[src/rtl/rs_issue_arbiter_pkg.sv]
// Shared definitions for the RS issue arbiter.
//   N_REQ_DEF : default number of requesting reservation-station entries
//   N_FU_DEF  : default number of grant slots / FU ports
//   rs_idx_t  : entry index type for the default configuration
package rs_issue_arbiter_pkg;

  localparam int unsigned N_REQ_DEF = 16;
  localparam int unsigned N_FU_DEF  = 2;
  localparam int unsigned IDX_W_DEF = $clog2(N_REQ_DEF);

  typedef logic [IDX_W_DEF-1:0] rs_idx_t;

endpackage

[src/rtl/rs_issue_arbiter_rr_pick.sv]
// Round-robin single pick: returns the first set bit of eligible, searching
// upward from start and wrapping modulo N.
//   eligible : candidate vector
//   start    : highest-priority index
//   pick     : one-hot of the chosen index (zero if none)
//   idx      : encoded chosen index (zero if none)
//   found    : at least one candidate was eligible
module rs_issue_arbiter_rr_pick
  import rs_issue_arbiter_pkg::*;
#(
  parameter int unsigned N = N_REQ_DEF,
  parameter int unsigned W = $clog2(N)
) (
  input  logic [N-1:0] eligible,
  input  logic [W-1:0] start,
  output logic [N-1:0] pick,
  output logic [W-1:0] idx,
  output logic         found
);

  logic [N-1:0] rot;
  logic [W-1:0] off;

  always_comb begin
    // Rotate right so that bit 0 of rot corresponds to index start.
    rot   = N'({eligible, eligible} >> start);
    found = 1'b0;
    off   = '0;
    // Descending scan leaves the lowest set bit in off.
    for (int i = N - 1; i >= 0; i--) begin
      if (rot[i]) begin
        found = 1'b1;
        off   = W'(i);
      end
    end
    // Rotate back; W-bit addition wraps because N is a power of two.
    idx  = found ? W'(off + start) : '0;
    pick = found ? (N'(1) << idx) : '0;
  end

endmodule

[src/rtl/rs_issue_arbiter.sv]
// Round-robin issue scheduler: fills free FU grant slots with ready RS
// entries, searching from a rotating pointer; grants are registered and held
// under FU backpressure.
//   clock, reset : clock and synchronous active-high reset
//   squash       : flush all held grants, no loads this cycle
//   req          : per-entry ready-to-issue
//   fu_ready     : per-slot FU accepts the held grant
//   gnt_valid    : per-slot grant valid
//   gnt_idx      : per-slot entry index, slot s at [s*IDX_W +: IDX_W]
//   gnt_onehot   : OR of one-hot indices over valid slots
//   rr_ptr       : current round-robin start index
module rs_issue_arbiter
  import rs_issue_arbiter_pkg::*;
#(
  parameter  int unsigned N_REQ = N_REQ_DEF,
  parameter  int unsigned N_FU  = N_FU_DEF,
  localparam int unsigned IDX_W = $clog2(N_REQ)
) (
  input  logic                  clock,
  input  logic                  reset,
  input  logic                  squash,
  input  logic [N_REQ-1:0]      req,
  input  logic [N_FU-1:0]       fu_ready,
  output logic [N_FU-1:0]       gnt_valid,
  output logic [N_FU*IDX_W-1:0] gnt_idx,
  output logic [N_REQ-1:0]      gnt_onehot,
  output logic [IDX_W-1:0]      rr_ptr
);

  logic [N_FU-1:0]             valid_q, valid_d;
  logic [N_FU-1:0][IDX_W-1:0]  idx_q, idx_d;
  logic [N_REQ-1:0]            onehot_q, onehot_d;
  logic [IDX_W-1:0]            ptr_q, ptr_d;

  logic [N_FU-1:0]             free;
  logic [N_FU-1:0]             found_vec;
  logic [N_FU-1:0][IDX_W-1:0]  pick_idx;
  logic [N_REQ-1:0]            base_elig;

  // Every valid slot, held or accepted, blocks its index from regrant.
  assign free      = ~valid_q | fu_ready;
  assign base_elig = req & ~onehot_q;

  for (genvar s = 0; s < N_FU; s++) begin : g_slot
    logic [N_REQ-1:0] elig;
    logic [N_REQ-1:0] pick;
    logic [IDX_W-1:0] idx;
    logic             found;

    if (s == 0) begin : g_first
      assign elig = base_elig;
    end else begin : g_next
      // Only a slot that actually loads consumes its pick.
      assign elig = g_slot[s-1].elig & ~(free[s-1] ? g_slot[s-1].pick : '0);
    end

    rs_issue_arbiter_rr_pick #(
      .N (N_REQ),
      .W (IDX_W)
    ) u_pick (
      .eligible (elig),
      .start    (ptr_q),
      .pick     (pick),
      .idx      (idx),
      .found    (found)
    );

    assign found_vec[s] = found;
    assign pick_idx[s]  = idx;
  end

  always_comb begin
    valid_d = valid_q;
    idx_d   = idx_q;
    ptr_d   = ptr_q;
    if (squash) begin
      valid_d = '0;
      idx_d   = '0;
    end else begin
      for (int s = 0; s < N_FU; s++) begin
        if (free[s]) begin
          valid_d[s] = found_vec[s];
          idx_d[s]   = found_vec[s] ? pick_idx[s] : '0;
          // Ascending loop: the highest-numbered loading slot wins.
          if (found_vec[s]) begin
            ptr_d = pick_idx[s] + IDX_W'(1);
          end
        end
      end
    end
    onehot_d = '0;
    for (int s = 0; s < N_FU; s++) begin
      if (valid_d[s]) begin
        onehot_d[idx_d[s]] = 1'b1;
      end
    end
  end

  always_ff @(posedge clock) begin
    if (reset) begin
      valid_q  <= '0;
      idx_q    <= '0;
      onehot_q <= '0;
      ptr_q    <= '0;
    end else begin
      valid_q  <= valid_d;
      idx_q    <= idx_d;
      onehot_q <= onehot_d;
      ptr_q    <= ptr_d;
    end
  end

  assign gnt_valid  = valid_q;
  assign gnt_idx    = idx_q;
  assign gnt_onehot = onehot_q;
  assign rr_ptr     = ptr_q;

endmodule
[config.mk]
export PLATFORM = sky130hd
export DESIGN_NAME = rs_issue_arbiter
export DESIGN_NICKNAME = d
export VERILOG_FILES = /design/src/rtl/rs_issue_arbiter_pkg.sv /design/src/rtl/rs_issue_arbiter_rr_pick.sv /design/src/rtl/rs_issue_arbiter.sv
export SDC_FILE = /design/constraint.sdc
export NUM_CORES = 1
export LEC_CHECK = 0
export ABC_AREA = 1
export CORE_AREA = 2 2 65 129
export DETAILED_ROUTE_END_ITERATION = 8
export DIE_AREA = 0 0 67 131
export GPL_TIMING_DRIVEN = 0
export PLACE_DENSITY = 0.78
export SLEW_MARGIN = 20
export SYNTH_ARGS = -nofsm -noshare
export SYNTH_HDL_FRONTEND = slang
export SYNTH_SLANG_ARGS = --single-unit
[constraint.sdc]
create_clock -name clock -period 7.4 [get_ports clock]
set_clock_uncertainty 0.1 [all_clocks]
set_input_delay 1.48 -clock clock [delete_from_list [all_inputs] [get_ports clock]]
set_output_delay 1.48 -clock clock [all_outputs]
set_load 0.03 [all_outputs]
==> metrics.txt <==
Crit Path Category primary input to register; CP Launch Type primary input; start point of the critical path req[8]; root buffer cell clkbuf_16; status finished, violations left; CTS clk-pin slew, worst paths ~0.05 ns; reg-to-reg endpoint gnt_onehot[0]$_SDFF_PP0_; initial antenna violation count 0; TritonRoute pass-1 iters 8; post-route clock period utilization 100.4%; worst hold path type register to register; antenna cells 0; post-synthesis mux area share 0%; post-synthesis compound-gate area fraction between 10% and 20%; setup slack, reg-to-reg roughly 0.27 ns; vias in the first global route 5486; drt wl/cell between 15 and 20 um; CP max FO 5; final setup vio count 6; RSZ-0062 raised after global routing true; Synth cell types 35; start of the worst register-to-register path rr_ptr[1]$_SDFFE_PP0N_; WP data required about 7.5 ns; violated checks negative setup slack; gpl congestion 1.038; Synth Cell Area around 4200 um^2; Crit path largest cell delay roughly 0.6 ns; P&R area growth vs syn 54.98%; Slew Viols, Final 0; worst hold start gnt_idx[0]$_SDFF_PP0_; H-Tree Depth 2; Sink Count 30; worst-margin pin slew slightly below 0.7 ns; CP Data Arrival Time between 7 and 8 ns; drt initial violations approximately 1000; routed via count 6080; Synthesized Nets slightly below 800; Post-Syn Instances 761; leading cell type in the layout, fill and taps excluded nand2_1; core area between 7000 and 8000 um^2; Port-buffer cells 49; Starting Density around 54%; post-route minimum period 7.430 ns; Routed WL 19280 um; Synth Area in XOR/XNOR 1.037%; largest net degree at the start of global routing 11; cells on worst reg2reg path 52; share of layout cells above drive strength 1 42.39%; WHS Endpoint gnt_idx[0]$_SDFF_PP0_; Final ANT Viol Nets 0; Synth Area in Simple Gates between 50% and 60%; final setup margin -0.03022 ns; Final HPWL DP around 12000 um; # DRC 0; Total GRT Usage 40.09%; Avg Inst Size Synth 5.551 um^2; Seq/Total Area, Yosys 14.22%; final core utilization a little over four fifths; maxcap violations 0; final hold vios 0; CP endpoint kind register; most frequent cells in the layout nand2_1 (167), nand3_1 (107), nand3_2 (96), buf_4 (61), inv_1 (60); worst hold stages 4; DIE AREA between 8000 and 9000 um^2; most used cell, CP nand2_1; FP Rows 46; GRT overflow 0; Hold Buf Count CTS 0; Yosys warnings 0; Die W 67 um; vias per std cell a little over 6; CTS buffer count 5; I/O pins 51; CTS tree done; Die Y-Extent around 130 um; Slew Limit Headroom a little over half; clk_lat worst skew 0.27 ns; # fillers between 500 and 600; Achievable Freq roughly 130 MHz; CTS max path bufs 2; highest-delay cell along the critical path fa_2; Nets ~910; post-synthesis adder-cell area fraction 4.502%; largest family of logic cells by synthesized area simple AND/OR/NAND/NOR gates; first-pass GRT wire length ~27000 um; synthesized flop and latch total 30
-- critical path: cells and delay by family --
kind | cells | cell delay [ns]
compound gates | 9 | 1.11
fa+ha+maj | 5 | 1.64
buf+inv | 4 | 0.49
simple gates | 32 | 2.77
-- what timing repair did --
action,in CTS,in global routing
pin swaps,63,105
buffers inserted,38,25
endpoints found under the hold margin,0,0
setup endpoints to repair,22,22
gates resized for setup,140,175
-- worst max path at each step --
stage,endpoint,slack [ns],depth (start not counted)
6_report,gnt_onehot[0]$_SDFF_PP0_,-0.03,50
3_3_place_gp,gnt_onehot[4]$_SDFF_PP0_,-0.93,53
4_1_cts,rr_ptr[2]$_SDFFE_PP0N_,0.02,57
2_1_floorplan,rr_ptr[2]$_SDFFE_PP0N_,0.60,53
3_5_place_dp,rr_ptr[2]$_SDFFE_PP0N_,-0.99,54
5_1_grt,gnt_onehot[0]$_SDFF_PP0_,-0.43,52
-- per-layer routing --
layer  global-route usage, %  vias up  wire length, um
met1                   43.50     2724             6630
met4                   30.61        0             1690
met3                   12.33      151             1859
li1                        -     2742                -
met5                       0        -                0
met2                   63.54      463             9100
-- metrics by stage --
| step | TNS (ns) | area, um^2 | hold WS, ns | std cells | worst slack [ns] |
|---|---|---|---|---|---|
| 6_report | -0.09443 | 6546 | 0.5782 | 976 | -0.03022 |
| 5_1_grt | -7.553 | 6546 | 0.6287 | 976 | -0.4323 |
| 4_1_cts | 0 | 5794 | 0.5641 | 952 | 0.01771 |
| 3_5_place_dp | -18.86 | 4835 | 0.5414 | 906 | -0.9932 |
| 3_3_place_gp | -17.52 | 4835 | 0.5405 | 906 | -0.9295 |
| 2_1_floorplan | 0 | 4224 | 0.6364 | 761 | 0.6048 |
-- final cells by class --
| class | count | area [um^2] | area share (%) |
|---|---|---|---|
| Tap cell | 96 | 120.1 | 1.835 |
| Clock buffer | 6 | 138.9 | 2.122 |
| Inverter | 86 | 342.8 | 5.237 |
| Buffer | 32 | 176.4 | 2.695 |
| Sequential cell | 30 | 600.6 | 9.174 |
| Multi-Input combinational cell | 613 | 4237 | 64.72 |
| Clock inverter | 2 | 12.51 | 0.1911 |
| Timing Repair Buffer | 111 | 918.4 | 14.03 |
-- Yosys cell counts, drive strengths merged --
library cell    n  area (um^2)
fa              2        40.04
and2            1        6.260
o21bai          2        15.01
a31oi           2        12.51
xor2            5        43.79
buf            21        135.1
clkinv          5        21.27
clkbuf         11        41.29
nand3         215         1131
nand3b          2        15.01
o21ai          28        155.1
nand2         238        986.0
o21a            1        7.510
o211ai          6        45.04
nor2           61        301.5
a211oi          1        7.510
dfxtp          30        600.6
ha             12        150.1
inv            81        309.1
o221ai          1        8.760
a21oi          36        191.4
-- cell families after synthesis --
logic type / count (synthesis)
adder cells (fa/ha/maj): 14
AND/OR/NAND/NOR: 517
XOR/XNOR: 5
flip-flops: 30
buffers and inverters: 118
AO/OA/AOI/OAI: 77
-- state kept, by name, summed over array words and instances (netlist names) --
register / count
rr_ptr: 4
gnt_valid: 2
gnt_idx: 8
gnt_onehot: 16
Power is not shown: default switching activity piles up to over one toggle a cycle in this logic, so the estimate is an artifact.
